===== config.mk =====
export PLATFORM = sky130hd
export DESIGN_NAME = nn_layer_sequencer
export DESIGN_NICKNAME = d
export VERILOG_FILES = /design/src/rtl/nn_layer_sequencer.sv
export SDC_FILE = /design/constraint.sdc
export NUM_CORES = 1
export LEC_CHECK = 0
export BUFFER_PORTS_ARGS = -buffer_cell sky130_fd_sc_hd__clkbuf_2
export CORE_UTILIZATION = 50
export CTS_CLUSTER_DIAMETER = 150
export DETAILED_ROUTE_END_ITERATION = 7
export PLACE_DENSITY = 0.8
export SYNTH_ARGS = -nofsm -noshare
export SYNTH_HDL_FRONTEND = slang
export SYNTH_SLANG_ARGS = --single-unit

===== constraint.sdc =====
create_clock -name clk -period 5.55 [get_ports clk]
set_input_delay 0.8325 -clock clk [delete_from_list [all_inputs] [get_ports clk]]
set_output_delay 0.8325 -clock clk [all_outputs]
set_load 0.01 [all_outputs]

===== src/rtl/nn_layer_sequencer.sv =====
// Sequences a multi-layer network over one shared layer engine: validates the
// per-layer neuron counts, then issues each layer and waits for its completion.
module nn_layer_sequencer #(
    parameter int NR_LAYERS  = 2,
    parameter int INPUTSIZE  = 4,
    parameter int OUTPUTSIZE = 10,
    parameter int MAXWEIGHTS = 4,
    parameter int MAXRESULTS = 10,
    parameter int TIMEOUT    = 1024,
    localparam int IDX_W     = (NR_LAYERS > 1) ? $clog2(NR_LAYERS) : 1
) (
    input  logic                    clk,
    input  logic                    rst_n,
    input  logic                    start,
    input  logic                    abort,
    input  logic [32*NR_LAYERS-1:0] neuron_count,
    input  logic                    layer_done,
    output logic                    layer_start,
    output logic [IDX_W-1:0]        layer_idx,
    output logic [31:0]             layer_in_count,
    output logic [31:0]             layer_out_count,
    output logic                    buf_sel,
    output logic                    busy,
    output logic                    done,
    output logic                    err,
    output logic [1:0]              err_code
);

    localparam int              CNT_W    = $clog2(TIMEOUT) + 1;
    localparam logic [CNT_W-1:0] TMO_LAST = CNT_W'(TIMEOUT - 1);
    localparam logic [IDX_W-1:0] LAST_IDX = IDX_W'(NR_LAYERS - 1);
    localparam logic [31:0]      IN_W     = 32'(INPUTSIZE);
    localparam logic [31:0]      OUT_W    = 32'(OUTPUTSIZE);
    localparam logic [31:0]      MAXW_W   = 32'(MAXWEIGHTS);
    localparam logic [31:0]      MAXR_W   = 32'(MAXRESULTS);

    typedef enum logic [2:0] {
        S_IDLE,
        S_CHECK,
        S_ISSUE,
        S_WAIT,
        S_ADVANCE,
        S_FINISH,
        S_FAULT
    } state_t;

    state_t             state_q;
    logic [31:0]        snap_q [NR_LAYERS];
    logic [CNT_W-1:0]   cnt_q;
    logic [CNT_W-1:0]   cnt_d;
    logic [IDX_W-1:0]   layer_idx_q;
    logic [IDX_W-1:0]   idx_d;
    logic               layer_start_q;
    logic [31:0]        in_count_q;
    logic [31:0]        out_count_q;
    logic               buf_sel_q;
    logic               busy_q;
    logic               done_q;
    logic               err_q;
    logic [1:0]         err_code_q;
    logic [NR_LAYERS-1:0] range_bad;
    logic               last_bad;

    // Layer k consumes layer k-1's outputs, so its input count is the previous neuron count.
    for (genvar gi = 0; gi < NR_LAYERS; gi++) begin : g_chk
        logic [31:0] out_cnt;
        logic [31:0] in_cnt;
        assign out_cnt = neuron_count[32*gi +: 32];
        if (gi == 0) begin : g_first
            assign in_cnt = IN_W;
        end else begin : g_rest
            assign in_cnt = neuron_count[32*(gi-1) +: 32];
        end
        assign range_bad[gi] = (out_cnt == 32'd0) || (out_cnt > MAXR_W) || (in_cnt > MAXW_W);
    end

    assign last_bad = (neuron_count[32*(NR_LAYERS-1) +: 32] != OUT_W);
    assign cnt_d    = cnt_q + CNT_W'(1);
    assign idx_d    = layer_idx_q + IDX_W'(1);

    always_ff @(posedge clk) begin
        if (!rst_n) begin
            state_q       <= S_IDLE;
            for (int k = 0; k < NR_LAYERS; k++) snap_q[k] <= '0;
            cnt_q         <= '0;
            layer_idx_q   <= '0;
            layer_start_q <= 1'b0;
            in_count_q    <= '0;
            out_count_q   <= '0;
            buf_sel_q     <= 1'b0;
            busy_q        <= 1'b0;
            done_q        <= 1'b0;
            err_q         <= 1'b0;
            err_code_q    <= 2'd0;
        end else begin
            layer_start_q <= 1'b0;
            done_q        <= 1'b0;
            err_q         <= 1'b0;
            if (abort && state_q != S_IDLE) begin
                state_q     <= S_IDLE;
                busy_q      <= 1'b0;
                layer_idx_q <= '0;
                buf_sel_q   <= 1'b0;
                in_count_q  <= '0;
                out_count_q <= '0;
            end else begin
                case (state_q)
                    S_IDLE: begin
                        if (start) begin
                            state_q    <= S_CHECK;
                            busy_q     <= 1'b1;
                            err_code_q <= 2'd0;
                        end
                    end
                    S_CHECK: begin
                        for (int k = 0; k < NR_LAYERS; k++) snap_q[k] <= neuron_count[32*k +: 32];
                        if (|range_bad) begin
                            state_q    <= S_FAULT;
                            err_q      <= 1'b1;
                            err_code_q <= 2'd1;
                        end else if (last_bad) begin
                            state_q    <= S_FAULT;
                            err_q      <= 1'b1;
                            err_code_q <= 2'd2;
                        end else begin
                            // Counts come from the port here; the snapshot lands on this same edge.
                            state_q       <= S_ISSUE;
                            layer_start_q <= 1'b1;
                            layer_idx_q   <= '0;
                            buf_sel_q     <= 1'b0;
                            in_count_q    <= IN_W;
                            out_count_q   <= neuron_count[31:0];
                        end
                    end
                    S_ISSUE: begin
                        cnt_q   <= '0;
                        state_q <= S_WAIT;
                    end
                    S_WAIT: begin
                        if (layer_done) begin
                            state_q <= S_ADVANCE;
                        end else if (cnt_d >= TMO_LAST) begin
                            state_q    <= S_FAULT;
                            err_q      <= 1'b1;
                            err_code_q <= 2'd3;
                            cnt_q      <= TMO_LAST;
                        end else begin
                            cnt_q <= cnt_d;
                        end
                    end
                    S_ADVANCE: begin
                        if (layer_idx_q == LAST_IDX) begin
                            state_q <= S_FINISH;
                            done_q  <= 1'b1;
                        end else begin
                            state_q       <= S_ISSUE;
                            layer_start_q <= 1'b1;
                            layer_idx_q   <= idx_d;
                            buf_sel_q     <= ~buf_sel_q;
                            in_count_q    <= out_count_q;
                            out_count_q   <= snap_q[idx_d];
                        end
                    end
                    S_FINISH, S_FAULT: begin
                        state_q     <= S_IDLE;
                        busy_q      <= 1'b0;
                        layer_idx_q <= '0;
                        buf_sel_q   <= 1'b0;
                        in_count_q  <= '0;
                        out_count_q <= '0;
                    end
                    default: begin
                        state_q <= S_IDLE;
                        busy_q  <= 1'b0;
                    end
                endcase
            end
        end
    end

    assign layer_start     = layer_start_q;
    assign layer_idx       = layer_idx_q;
    assign layer_in_count  = in_count_q;
    assign layer_out_count = out_count_q;
    assign buf_sel         = buf_sel_q;
    assign busy            = busy_q;
    assign done            = done_q;
    assign err             = err_q;
    assign err_code        = err_code_q;

endmodule

### Word level (Yosys, flattened, before mapping)

Memories as Yosys holds them, arrays and structs flattened.
Index checks and enable logic that the tools add are counted.

* shift-type cells: 0
* order comparisons: 4
* bitwise operators: 7
* reduce and logical (&&, ||, !) cells: 22
* div/mod/pow operators: 0
* eq/ne operators: 15
* $add $sub $neg: 2
* multiplexer cells: 49
* multiply operators: 0

Operators by type and width (number)
* $mux 32: 8
* $pmux 32 s3: 2
* $gt 32x4->1 const B: 2
* $logic_not 32->1: 2
* $gt 32x3->1 const B: 1
* $ne 32x4->1 const B: 1
* $mux 11: 2
* $pmux 11 s2: 1
* $mux 1: 18
* $mux 3: 6
* $pmux 3 s5: 1
* $ne 2x2->1 const B: 6
* $add 11x1->11 const B: 1
* $ge 11x10->1 const B: 1
* $mux 2: 5
* $eq 3x3->1 const B: 3
* $reduce_bool 3->1: 3
* $eq 3x2->1 const B: 2
* $ne 3x3->1 const B: 2
* $pmux 1 s2: 3
* $pmux 1 s3: 2
* $pmux 2 s3: 1
* $reduce_and 3->1: 2
* $reduce_and 6->1: 1
* other kinds (13): 23

* ROM bits: 0
* input bits: 69
* memory bits (writable): 64
* flip-flop bits (word level): 86
* output and inout port bits: 72
* memories: 1
* latch bits: 0
* logic and storage cells: 111

Memories
* snap_q: depth 2, width 32, rd ports 1, clocked after Yosys merged registers in 0, wr ports 2, line 48 `logic [31:0] snap_q [NR_LAYERS];`

### Longest topological paths before layout

Gate-level depths: netlist (run 1).

* depth after elaboration: 6
* depth in mapped cells: 10
* gate-level depth less buffers: 8

### Worst setup path before layout (run 1)

OpenSTA, ideal clock, no wires.

* path kind: input -> register
* from: in abort
* to: mem snap_q[0][0], enable pin
* slack: -373 ps
* buffers on the path: 0
* setup time: 574 ps
* stages on the path: 1
* arrival time: 5348 ps
* required time: 4976 ps
* cells stage by stage: o21ai_0

RTL lines
* start, declared: line 15 `input logic abort,`
* end, declared: line 48

### Worst setup path in the final report (run 1)

* from: in neuron_count[51]
* to: reg in_count_q[12], in the netlist layer_in_count[12]

* longest elaborated chain between the ends: 6
* elaborated cells between the ends (all ways): 9
* classes of those cells: order compare: 1; eq/ne: 3; reduce/logical: 5

RTL lines
* start, declared: line 16 `input logic [32*NR_LAYERS-1:0] neuron_count,`
* $gt 32x4->1 / $logic_not 32->1 (equally long branches): line 74 `assign range_bad[gi] = (out_cnt == 32'd0) || (out_cnt > MAXR_W) || (in_cnt > MAXW_W);`
* $logic_or 1x1->1 (2 in a row): line 74
* $reduce_or 2->1: line 117 `if (|range_bad) begin`
* $ne 2x2->1 (no source line)
* $reduce_and 4->1 (no source line) (*)
* end signal, assigned: line 160 `in_count_q <= out_count_q;`
* end, declared: line 54 `logic [31:0] in_count_q;`

Mark *: on every way between the ends. The rest lies on a longest branch, timed or not.
A chain may end at the register's enable or synchronous reset.

==> impl_results.md, run 1 <==
- Run status: complete, no violations
- CORE AREA: 13200 µm²
- Estimated wirelength of the detail-placed design: 11700 µm
- Kind of path behind the tightest hold check: reg -> reg
- Required time of the critical path: 5.81 ns
- Reg clk slew, reported paths: 0.06 ns
- Number of global-route vias before repair: 5101
- Library cell contributing the largest single delay on the critical path: sky130_fd_sc_hd__and2_2
- Arrival time at the worst endpoint: 3.45 ns
- Height of the die: 119 µm
- Root buffer cell: sky130_fd_sc_hd__clkbuf_16
- Unrepaired setup endpoints after global routing: false
- Number of buffer and inverter stages on the critical path: 1
- Fraction of registers with async set/reset: 0
- Nets@finish: 877
- Source-to-sink clock delay at the later pin of the worst-skew pair: 0.43 ns
- Sequential share of power: 0.440
- Internal power: 0.00208 W
- Post-synthesis sequential area ratio: 0.535
- Depth of the worst register-to-register path: 7
- Total wire length: 17100 µm
- Clock period minus worst slack: 3.19 ns
- Most frequent cell after synthesis: sky130_fd_sc_hd__dfxtp_1
- Total congestion overflow after global routing: 0
- Num ports: 141
- Clock Sink Count: 150
- Cell breakdown of the critical path: clkbuf_2 > nor4_1 > nand4_1 > nor2_1 > a31o_2 > and2_2 > o21ai_0
- Hold_sp: layer_in_count[18]$_SDFFE_PP0P_
- Min-Delay Path Depth: 2
- Finish-stage setup viols: 0
- Max frequency: 313 MHz
- Net Count, Synth: 763
- Hold Buf Count CTS: 0
- Antenna Cells: 0
- Horizontal die dimension: 119 µm
- IO buf count: 140
- Biggest cell delay along the critical path: 0.90 ns
- Summed instance area of the synthesized netlist: 6810 µm²
- Worst hold margin: 0.458 ns
- ANT nets after route: 0
- Number of gates resized after CTS: 0
- Top cell type's share of synthesized area: 0.282
- Buffers from clock root to sink, at most: 2
- Number of buffers added by the clock tree synthesis step: 17
- Count of standard-cell rows: 42
- Placer's final routability congestion estimate: 0.859
- Post-Syn Instances: 692
- Relative slew margins: 0.249
- First DRT Iteration DRCs: 550
- Number of antenna violations at the first check in global routing: 0
- Share of total power in the clock network: 0.341
- Wire length of the first global-routing pass: 27000 µm
- IR drop worst, VDD: 0.245 mV
- Cell type group with the largest total delay on the critical path: simple AND/OR/NAND/NOR gates
- Launching point of the worst reg2reg path: layer_idx$_SDFFE_PP0P_
- Cells taking the most area after synthesis: sky130_fd_sc_hd__edfxtp_1 28%, sky130_fd_sc_hd__dfxtp_1 25%, sky130_fd_sc_hd__and2_1 6.2%
- Main flop type after synthesis: sky130_fd_sc_hd__dfxtp_1
- Average detailed-routed wire length per instance: 17.2 µm
- TritonRoute pass-1 iters: 5
- Share of the core filled with cells in the final layout: 0.611
- Launching instance or port of the critical path: neuron_count[51]
- DR vias: 5659
- Maximum level of the CTS H-tree: 4
- # Post-CTS Setup Buffers: 0
- Gate power share: 0.219
- TritonCTS clock tree: built
- Pleak: 3.10 nW
- Total Die Area: 14100 µm²
- Tot GR Track Use: 0.250
- Summed negative setup slack over all endpoints: 0 ns
- Average cell area after synthesis: 9.83 µm²
- Proportion of total power due to net switching: 0.322
- WS Path Type: in -> reg
- Synthesis-to-finish area growth: 18.9%
- Filler Cells Inserted: 1148
- Layout cell share with drive strength beyond 1: 0.249
- Worst setup SP type: primary input
- Cell accounting for the most synthesized area: sky130_fd_sc_hd__edfxtp_1
- Top fanout value on the critical path: 59
- Number of hold violations in the final report: 0
- Vias per inst: 5.69
- Transition time at the pin with the least slew margin: 1.13 ns
- Max Transition Viols Final: 0
- Commonest cells in the netlist: 86 x sky130_fd_sc_hd__dfxtp_1, 78 x sky130_fd_sc_hd__a21oi_1, 67 x sky130_fd_sc_hd__and2_1
- Number of distinct library cell variants in the gate-level netlist after synthesis: 49
- Largest net degree at the start of global routing: 65
- Net switching power figure: 0.000987 W
- Final clock period utilization by the worst path: 0.575
- Register bit total from synthesis: 150
- Depth of the critical timing path with buffers and inverters included: 7
- Critical Path Sink Type: flop
- Final worst clock skew: 0.00928 ns
- Count of warnings emitted by yosys: 0
- Number of violations of the max-capacitance limit: 0
- Initial Utilization: 0.514
- Power per unit of standard cell area: 379 nW/µm²
- Residual DRC count: 0
- Number of synthesized flops with an enable pin: 64
placed cells by master (no fill, tap or decap), drive strengths merged, types with 3 or more instances in the layout:
| cell type | n |
|---|---|
| a22o | 5 |
| or2 | 3 |
| clkbuf | 160 |
| and2 | 67 |
| nor4 | 17 |
| a21oi | 78 |
| clkinv | 6 |
| and3 | 4 |
| buf | 9 |
| a211oi | 33 |
| o22ai | 4 |
| nor3 | 11 |
| o21ai | 38 |
| inv | 12 |
| edfxtp | 64 |
| a21boi | 3 |
| dfxtp | 86 |
| nand2 | 51 |
| nand3 | 10 |
| mux2i | 33 |
| nor2 | 65 |
| nand4 | 29 |
sequential cells by signal, summed over array words and instances, names as in the netlist:
name and cells:
buf_sel 1, busy 1, cnt_q 11, done 1, err 1, err_code 2
layer_idx 1, layer_in_count 32, layer_out_count 32, layer_start 1, snap_q 64, state_q 3
cell type report:
cell class / instances / area [µm²] / share of cell area
clock buffers: 20 / 457 / 0.0564
clock inverters: 12 / 76.3 / 0.00943
flip-flops and latches: 150 / 3640 / 0.450
repair buffers: 149 / 768 / 0.0949
well taps: 176 / 220 / 0.0272
inverters: 8 / 30.0 / 0.00371
multi-input cells: 480 / 2900 / 0.358
through the flow:
| stage | total power, W | std cells | setup slack [ns] | instance area [µm²] |
|---|---|---|---|---|
| 2_1_floorplan | 0.00184 | 692 | 1.36 | 6810 |
| 3_3_place_gp | 0.00202 | 963 | 1.94 | 7560 |
| 3_5_place_dp | 0.00203 | 963 | 1.88 | 7560 |
| 4_1_cts | 0.00307 | 995 | 2.33 | 8090 |
| 5_1_grt | 0.00320 | 995 | 2.12 | 8090 |
| 6_report | 0.00307 | 995 | 2.36 | 8090 |
final timing paths:
path	slack, ns	end
worst max-delay path	2.36	layer_in_count[12]$_SDFFE_PP0P_
worst min-delay path	0.46	layer_in_count[18]$_SDFFE_PP0P_
worst max register to register	2.56	layer_in_count[12]$_SDFFE_PP0P_
worst min register to register	0.46	layer_in_count[18]$_SDFFE_PP0P_
tightest hold or removal path: stages (launching register included):
cell and delay [ns]:
sky130_fd_sc_hd__dfxtp_1 0.31, sky130_fd_sc_hd__nand2_1 0.05, sky130_fd_sc_hd__o21ai_0 0.06
logic make-up after synthesis:
family | synth area share
DFF | 0.535
adders and majority gates | 0.00368
buffers and inverters | 0.0419
and+or+nand+nor | 0.198
muxes | 0.0518
xor gates and xnor gates | 0.00515
AOI/OAI and AO/OA | 0.164
layer usage:
metal / up-vias / part of all wire / wire length [µm] / track usage
met5: - / 0 / 0 / 0
met4: 0 / 0.023 / 391 / 0.0918
met3: 26 / 0.070 / 1200 / 0.0681
met2: 231 / 0.45 / 7740 / 0.373
met1: 2660 / 0.45 / 7740 / 0.347
li1: 2742 / - / - / -
power groups by stage:
stage	Sequential, W	Combinational (W)	Clock (W)
after floorplan	0.00136	0.000485	0
after global placement	0.00137	0.000654	0
after detailed placement	0.00137	0.000661	0
after CTS	0.00135	0.000663	0.00106
after global routing	0.00136	0.000733	0.00111
final	0.00135	0.000673	0.00105
No activity file was read; power rests on OpenSTA's default activity.
==> run 2, diff against run 1 <==
--- a/config.mk
+++ b/config.mk
@@ -5,11 +5,12 @@
 export SDC_FILE = /design/constraint.sdc
 export NUM_CORES = 1
 export LEC_CHECK = 0
+export ABC_AREA = 1
 export BUFFER_PORTS_ARGS = -buffer_cell sky130_fd_sc_hd__clkbuf_2
-export CORE_UTILIZATION = 50
+export CORE_UTILIZATION = 47
 export CTS_CLUSTER_DIAMETER = 150
 export DETAILED_ROUTE_END_ITERATION = 7
-export PLACE_DENSITY = 0.8
+export PLACE_DENSITY = 0.78
 export SYNTH_ARGS = -nofsm -noshare
 export SYNTH_HDL_FRONTEND = slang
 export SYNTH_SLANG_ARGS = --single-unit
==> constraint.sdc (replaced) <==
create_clock -name clk -period 2.7 [get_ports clk]
set_input_delay 0.405 -clock clk [delete_from_list [all_inputs] [get_ports clk]]
set_output_delay 0.405 -clock clk [all_outputs]
set_load 0.01 [all_outputs]
==> run 2 against run 1 <==
  * The run now ends with DRC left
  * Utilization hardly changed
  * Final area decreased by 13%
  * Sequential share of layout area fell by 5.6 points
  * Clock skew fell by 0.0027 ns
  * Critical endpoint is now layer_out_count[19]$_SDFFE_PP0P_
  * Highest routed layer unchanged
  * Clock power up 120%
  * Cell count rose by 6.2%
==> impl_results.md, run 2 <==
- Sequential share of power: 0.353
- Average cell area after synthesis: 7.33 µm²
- Hold Buf Count CTS: 0
- Reg with most FFs: snap_q
- Launching instance or port of the critical path: state_q[0]$_SDFFE_PP0P_
- Number of hold violations in the final report: 0
- Failing checks: DRC
- Reg clk slew, reported paths: 0.06 ns
- Number of antenna violations at the first check in global routing: 0
- Run status: finished with violations
- Placer's final routability congestion estimate: 0.864
- Wire length of the first global-routing pass: 23300 µm
- Register bit total from synthesis: 121
- WS Path Type: reg -> reg
- Share of the core filled with cells in the final layout: 0.611
- Commonest cells in the netlist: 210 x sky130_fd_sc_hd__nand2_1, 125 x sky130_fd_sc_hd__nor2_1, 107 x sky130_fd_sc_hd__inv_1
- Main flop type after synthesis: sky130_fd_sc_hd__dfxtp_1
- Share of total power in the clock network: 0.359
- Cells taking the most area after synthesis: sky130_fd_sc_hd__dfxtp_1 31%, sky130_fd_sc_hd__edfxtp_1 19%, sky130_fd_sc_hd__nand2_1 14%
- Cell type group with the largest total delay on the critical path: simple AND/OR/NAND/NOR gates
- Buffers from clock root to sink, at most: 2
- Largest net degree at the start of global routing: 44
- Biggest cell delay along the critical path: 0.40 ns
- Post-synthesis sequential area ratio: 0.494
- Vias per inst: 4.96
- Commonest non-fill, non-tap cells in the layout: 210 x sky130_fd_sc_hd__nand2_1, 140 x sky130_fd_sc_hd__clkbuf_2, 124 x sky130_fd_sc_hd__nor2_1, 107 x sky130_fd_sc_hd__inv_1, 86 x sky130_fd_sc_hd__dfxtp_1
- DR vias: 5247
- Clock period minus worst slack: 2.17 ns
- Total wire length: 14200 µm
- CORE AREA: 11500 µm²
- Filler Cells Inserted: 1031
- Maximum level of the CTS H-tree: 4
- Synthesis-to-finish area growth: 25.4%
- ANT nets after route: 0
- Number of gates resized after CTS: 0
- Transition time at the pin with the least slew margin: 0.714 ns
- Required time of the critical path: 3.04 ns
- Internal power: 0.00422 W
- IR drop worst, VDD: 0.557 mV
- Relative slew margins: 0.524
- Hold_sp: neuron_count[37]
- Count of standard-cell rows: 39
- Finish-stage setup viols: 0
- Top fanout value on the critical path: 43
- Fraction of registers with async set/reset: 0
- Unrepaired setup endpoints after global routing: false
- Power per unit of standard cell area: 928 nW/µm²
- Source-to-sink clock delay at the later pin of the worst-skew pair: 0.42 ns
- Tot GR Track Use: 0.239
- Cell accounting for the most synthesized area: sky130_fd_sc_hd__dfxtp_1
- Root buffer cell: sky130_fd_sc_hd__clkbuf_16
- Depth of the critical timing path with buffers and inverters included: 8
- Residual DRC count: 6
- Launching point of the worst reg2reg path: state_q[0]$_SDFFE_PP0P_
- Average detailed-routed wire length per instance: 13.5 µm
- Worst setup SP type: flop
- Height of the die: 111 µm
- Worst hold margin: 0.300 ns
- Depth of the worst register-to-register path: 8
- Cell breakdown of the critical path: nor2_1 > nand2_1 > nor2_1 > inv_2 > nand3_4 > buf_4 > nand2_1 > a21oi_1
- Clock Sink Count: 121
- Proportion of total power due to net switching: 0.353
- Final clock period utilization by the worst path: 0.803
- Post-Syn Instances: 765
- Number of distinct library cell variants in the gate-level netlist after synthesis: 33
- Most frequent cell after synthesis: sky130_fd_sc_hd__nand2_1
- Nets@finish: 972
- Top cell type's share of synthesized area: 0.307
- TritonRoute pass-1 iters: 7
- # Post-CTS Setup Buffers: 0
- Number of buffers added by the clock tree synthesis step: 17
- Arrival time at the worst endpoint: 2.51 ns
- Most common cell after layout, fill and taps aside: sky130_fd_sc_hd__nand2_1
- Net switching power figure: 0.00231 W
- Horizontal die dimension: 111 µm
- Total Die Area: 12400 µm²
- Number of violations of the max-capacitance limit: 0
- Estimated wirelength of the detail-placed design: 9920 µm
- Min-Delay Path Depth: 3
- Antenna Cells: 0
- Count of warnings emitted by yosys: 0
- Kind of path behind the tightest hold check: in -> reg
- Summed negative setup slack over all endpoints: 0 ns
- Number of synthesized flops with an enable pin: 35
- Initial Utilization: 0.487
- Max frequency: 461 MHz
- Summed instance area of the synthesized netlist: 5610 µm²
- IO buf count: 140
- First DRT Iteration DRCs: 440
- Pleak: 3.18 nW
- Total chip power: 0.00653 W
- Number of buffer and inverter stages on the critical path: 2
- Number of global-route vias before repair: 4835
- Total congestion overflow after global routing: 0
- Library cell contributing the largest single delay on the critical path: sky130_fd_sc_hd__buf_4
- Max reg flops: 35
- Max Transition Viols Final: 0
- Final worst clock skew: 0.00656 ns
- TritonCTS clock tree: built
- Critical Path Sink Type: flop
- Layout cell share with drive strength beyond 1: 0.219
- Net Count, Synth: 836
- Num ports: 141
- Gate power share: 0.287
-- run 2: final cells by class --
class	instances	area, µm²	area share
inverters	113	424	0.0603
clock buffers	23	532	0.0756
well taps	143	179	0.0254
flip-flops and latches	121	2770	0.394
multi-input cells	498	2240	0.319
repair buffers	150	788	0.112
clock inverters	9	97.6	0.0139
-- run 2: path summary, 6_finish.rpt --
kind,endpoint,slack (ns)
worst max-delay path,layer_out_count[19]$_SDFFE_PP0P_,0.53
worst min-delay path,snap_q[1][5]$_SDFFCE_PN0P_,0.30
worst max register to register,layer_out_count[19]$_SDFFE_PP0P_,0.53
worst min register to register,cnt_q[10]$_SDFFE_PN0P_,0.45
-- run 2: cell families after synthesis --
kind of cell               share of synthesized area
and+or+nand+nor                                0.294
AOI/OAI and AO/OA                             0.0957
DFF                                            0.494
adders and majority gates                    0.00446
xor gates and xnor gates                     0.00312
buffers and inverters                          0.109
-- run 2: power groups by stage --
| stage | clock [W] | sequential (W) | combinational (W) |
|---|---|---|---|
| 2_1_floorplan | 0 | 0.00236 | 0.00136 |
| 3_3_place_gp | 0 | 0.00233 | 0.00182 |
| 3_5_place_dp | 0 | 0.00234 | 0.00185 |
| 4_1_cts | 0.00237 | 0.00231 | 0.00187 |
| 5_1_grt | 0.00245 | 0.00233 | 0.00210 |
| 6_report | 0.00234 | 0.00231 | 0.00188 |
-- run 2: metrics by stage --
stage	cells	setup slack (ns)	cell area [µm²]
after floorplan	765	0.297	5610
after global placement	1025	0.526	6410
after detailed placement	1025	0.485	6410
after CTS	1057	0.533	7040
after global routing	1057	0.270	7040
final	1057	0.532	7040
-- run 2: metal layers --
layer / vias to the layer above / track usage / share of wire
met5: - / 0 / 0
met2: 184 / 0.378 / 0.46
met4: 0 / 0.0919 / 0.020
met1: 2356 / 0.310 / 0.45
met3: 25 / 0.0656 / 0.073
li1: 2682 / - / -
-- run 2: tightest hold or removal path, cell delays in order --
cell and delay, ns:
sky130_fd_sc_hd__clkbuf_2 0.07, sky130_fd_sc_hd__inv_1 0.04, sky130_fd_sc_hd__nor2_1 0.08
==> run 3, diff against run 2 <==
--- a/config.mk
+++ b/config.mk
@@ -7,10 +7,10 @@
 export LEC_CHECK = 0
 export ABC_AREA = 1
 export BUFFER_PORTS_ARGS = -buffer_cell sky130_fd_sc_hd__clkbuf_2
-export CORE_UTILIZATION = 47
+export CORE_UTILIZATION = 50
 export CTS_CLUSTER_DIAMETER = 150
 export DETAILED_ROUTE_END_ITERATION = 7
-export PLACE_DENSITY = 0.78
+export PLACE_DENSITY = 0.79
 export SYNTH_ARGS = -nofsm -noshare
 export SYNTH_HDL_FRONTEND = slang
 export SYNTH_SLANG_ARGS = --single-unit
==> constraint.sdc (replaced) <==
create_clock -name clk -period 2 [get_ports clk]
set_input_delay 0.3 -clock clk [delete_from_list [all_inputs] [get_ports clk]]
set_output_delay 0.3 -clock clk [all_outputs]
set_load 0.01 [all_outputs]
==> run 3 against run 2 <==
  * The flow now finishes without violations
  * First-iteration DRC count is 15% lower
  * Global-route usage grew 0.87 points
  * Non-clock buffer count up 13
  * Sequential share of layout area is 0.47 points lower
  * Clock skew up 0.0037 ns
  * Critical path depth rose by 6
  * Total power grew 33%
  * Worst hold slack worse by 0.23 ns
  * Sequential power up 34%
  * Utilization up 4.3 points
  * Die area is 5.9% lower
  * Critical path type unchanged
  * Highest routed layer unchanged
==> impl_results.md, run 3 (synthesis gave the netlist of run 2 again) <==
- Number of buffers added by the clock tree synthesis step: 17
- Number of antenna violations at the first check in global routing: 0
- Hold Buf Count CTS: 0
- DR vias: 5223
- Run status: complete, no violations
- Proportion of total power due to net switching: 0.378
- Total Die Area: 11600 µm²
- Transition time at the pin with the least slew margin: 0.506 ns
- Estimated wirelength of the detail-placed design: 9810 µm
- IR drop worst, VDD: 0.768 mV
- Pre-CTS worst setup slack: -0.0143 ns
- Layout cell share with drive strength beyond 1: 0.237
- Vias per inst: 4.90
- Final worst clock skew: 0.0103 ns
- Library cell contributing the largest single delay on the critical path: sky130_fd_sc_hd__dfxtp_2
- Final instance count without filler cells: 1067
- Max frequency: 543 MHz
- Height of the die: 108 µm
- Top fanout value on the critical path: 4
- Net switching power figure: 0.00329 W
- Source-to-sink clock delay at the later pin of the worst-skew pair: 0.54 ns
- Share of total power in the clock network: 0.333
- Min setup slack post-route: 0.159 ns
- Maximum level of the CTS H-tree: 4
- Placer's final routability congestion estimate: 0.886
- Wire length of the first global-routing pass: 22200 µm
- Antenna Cells: 0
- Finish-stage setup viols: 0
- Synthesis-to-finish area growth: 27.0%
- TritonRoute pass-1 iters: 4
- Critical Path Sink Type: flop
- Power per unit of standard cell area: 1220 nW/µm²
- Post-route design area: 7120 µm²
- Summed negative setup slack over all endpoints: 0 ns
- Final clock period utilization by the worst path: 0.920
- Pleak: 3.23 nW
- Sequential share of power: 0.355
- Reg clk slew, reported paths: 0.07 ns
- Most common cell after layout, fill and taps aside: sky130_fd_sc_hd__nand2_1
- Max Transition Viols Final: 0
- IO buf count: 140
- Number of violations of the max-capacitance limit: 0
- Clock Sink Count: 121
- Cell breakdown of the critical path: ha_1 > buf_4 > nand2_1 > inv_1 > nor2_1 > nand2_1 > nor2_1 > nand2_1 > nor2_1 > nand3_1 > nand2_2 > buf_4 > nand2_1 > a31oi_2
- Required time of the critical path: 2.45 ns
- Biggest cell delay along the critical path: 0.33 ns
- Internal power: 0.00542 W
- Number of gates resized after CTS: 0
- Max reg flops: 35
- Share of the core filled with cells in the final layout: 0.654
- Number of global-route vias before repair: 4606
- Tot GR Track Use: 0.248
- Commonest non-fill, non-tap cells in the layout: 208 x sky130_fd_sc_hd__nand2_1, 140 x sky130_fd_sc_hd__clkbuf_2, 123 x sky130_fd_sc_hd__nor2_1, 107 x sky130_fd_sc_hd__inv_1, 85 x sky130_fd_sc_hd__dfxtp_1
- Critical path's most frequent cell: sky130_fd_sc_hd__nand2_1
- Largest net degree at the start of global routing: 42
- Total wire length: 13900 µm
- Gate power share: 0.311
- Kind of path behind the tightest hold check: in -> reg
- Average detailed-routed wire length per instance: 13.0 µm
- Placed instance area: 6540 µm²
- Residual DRC count: 0
- Root buffer cell: sky130_fd_sc_hd__clkbuf_8
- Worst setup SP type: flop
- Initial Utilization: 0.515
- Relative slew margins: 0.660
- Number of hold violations in the final report: 0
- Count of standard-cell rows: 38
- Reg with most FFs: snap_q
- Clock period minus worst slack: 1.84 ns
- Nets@finish: 985
- # Post-CTS Setup Buffers: 0
- Num ports: 141
- Filler Cells Inserted: 982
- First DRT Iteration DRCs: 372
- Number of placed instances, taps included: 1035
- Total congestion overflow after global routing: 0
- ANT nets after route: 0
- Arrival time at the worst endpoint: 2.29 ns
- Buffers from clock root to sink, at most: 2
- WS Path Type: reg -> reg
- CORE AREA: 10900 µm²
- TritonCTS clock tree: built
- Horizontal die dimension: 108 µm
- Unrepaired setup endpoints after global routing: true
[run 3: metrics by stage]
step | total power, W | hold slack, ns
floorplan | 0.00504 | 0.425
global placement | 0.00579 | 0.435
detailed placement | 0.00581 | 0.444
CTS | 0.00871 | 0.0617
global route | 0.00920 | 0.0765
finish | 0.00871 | 0.0701
[run 3: layout make-up]
class / instances / area [µm²] / share of cell area
flip-flops and latches: 121 / 2770 / 0.389
inverters: 113 / 424 / 0.0595
well taps: 140 / 175 / 0.0246
repair buffers: 163 / 923 / 0.130
clock buffers: 17 / 414 / 0.0581
multi-input cells: 498 / 2260 / 0.318
clock inverters: 15 / 151 / 0.0213
[run 3: metal layers]
metal  up-vias  track usage  part of all wire
li1       2717            -                 -
met1      2327        0.335              0.46
met2       161        0.373              0.46
met3        18       0.0741             0.068
met4         0       0.0939             0.015
met5         -            0                 0
[run 3: path summary, 6_finish.rpt]
kind	startpoint	endpoint	slack, ns	cells past startpoint
max	cnt_q[0]$_SDFFE_PN0P_	err$_SDFF_PP0_	0.16	14
min	neuron_count[48]	snap_q[1][16]$_SDFFCE_PN0P_	0.07	3
max reg2reg	cnt_q[0]$_SDFFE_PN0P_	err$_SDFF_PP0_	0.16	14
min reg2reg	cnt_q[10]$_SDFFE_PN0P_	cnt_q[10]$_SDFFE_PN0P_	0.45	2
[run 3: power groups by stage]
stage | registers (W) | clock network (W) | logic (W)
finish | 0.00309 | 0.00290 | 0.00271
global route | 0.00313 | 0.00305 | 0.00302
CTS | 0.00310 | 0.00293 | 0.00269
detailed placement | 0.00314 | 0 | 0.00267
global placement | 0.00314 | 0 | 0.00265
floorplan | 0.00319 | 0 | 0.00185
[run 3: worst max-delay path: cells and delay by family, from the launching register on]
kind / cells / cell delay, ns
DFF: 1 / 0.33
and+or+nand+nor: 9 / 0.74
AOI/OAI and AO/OA: 1 / 0.17
buffers and inverters: 3 / 0.30
adders and majority gates: 1 / 0.21
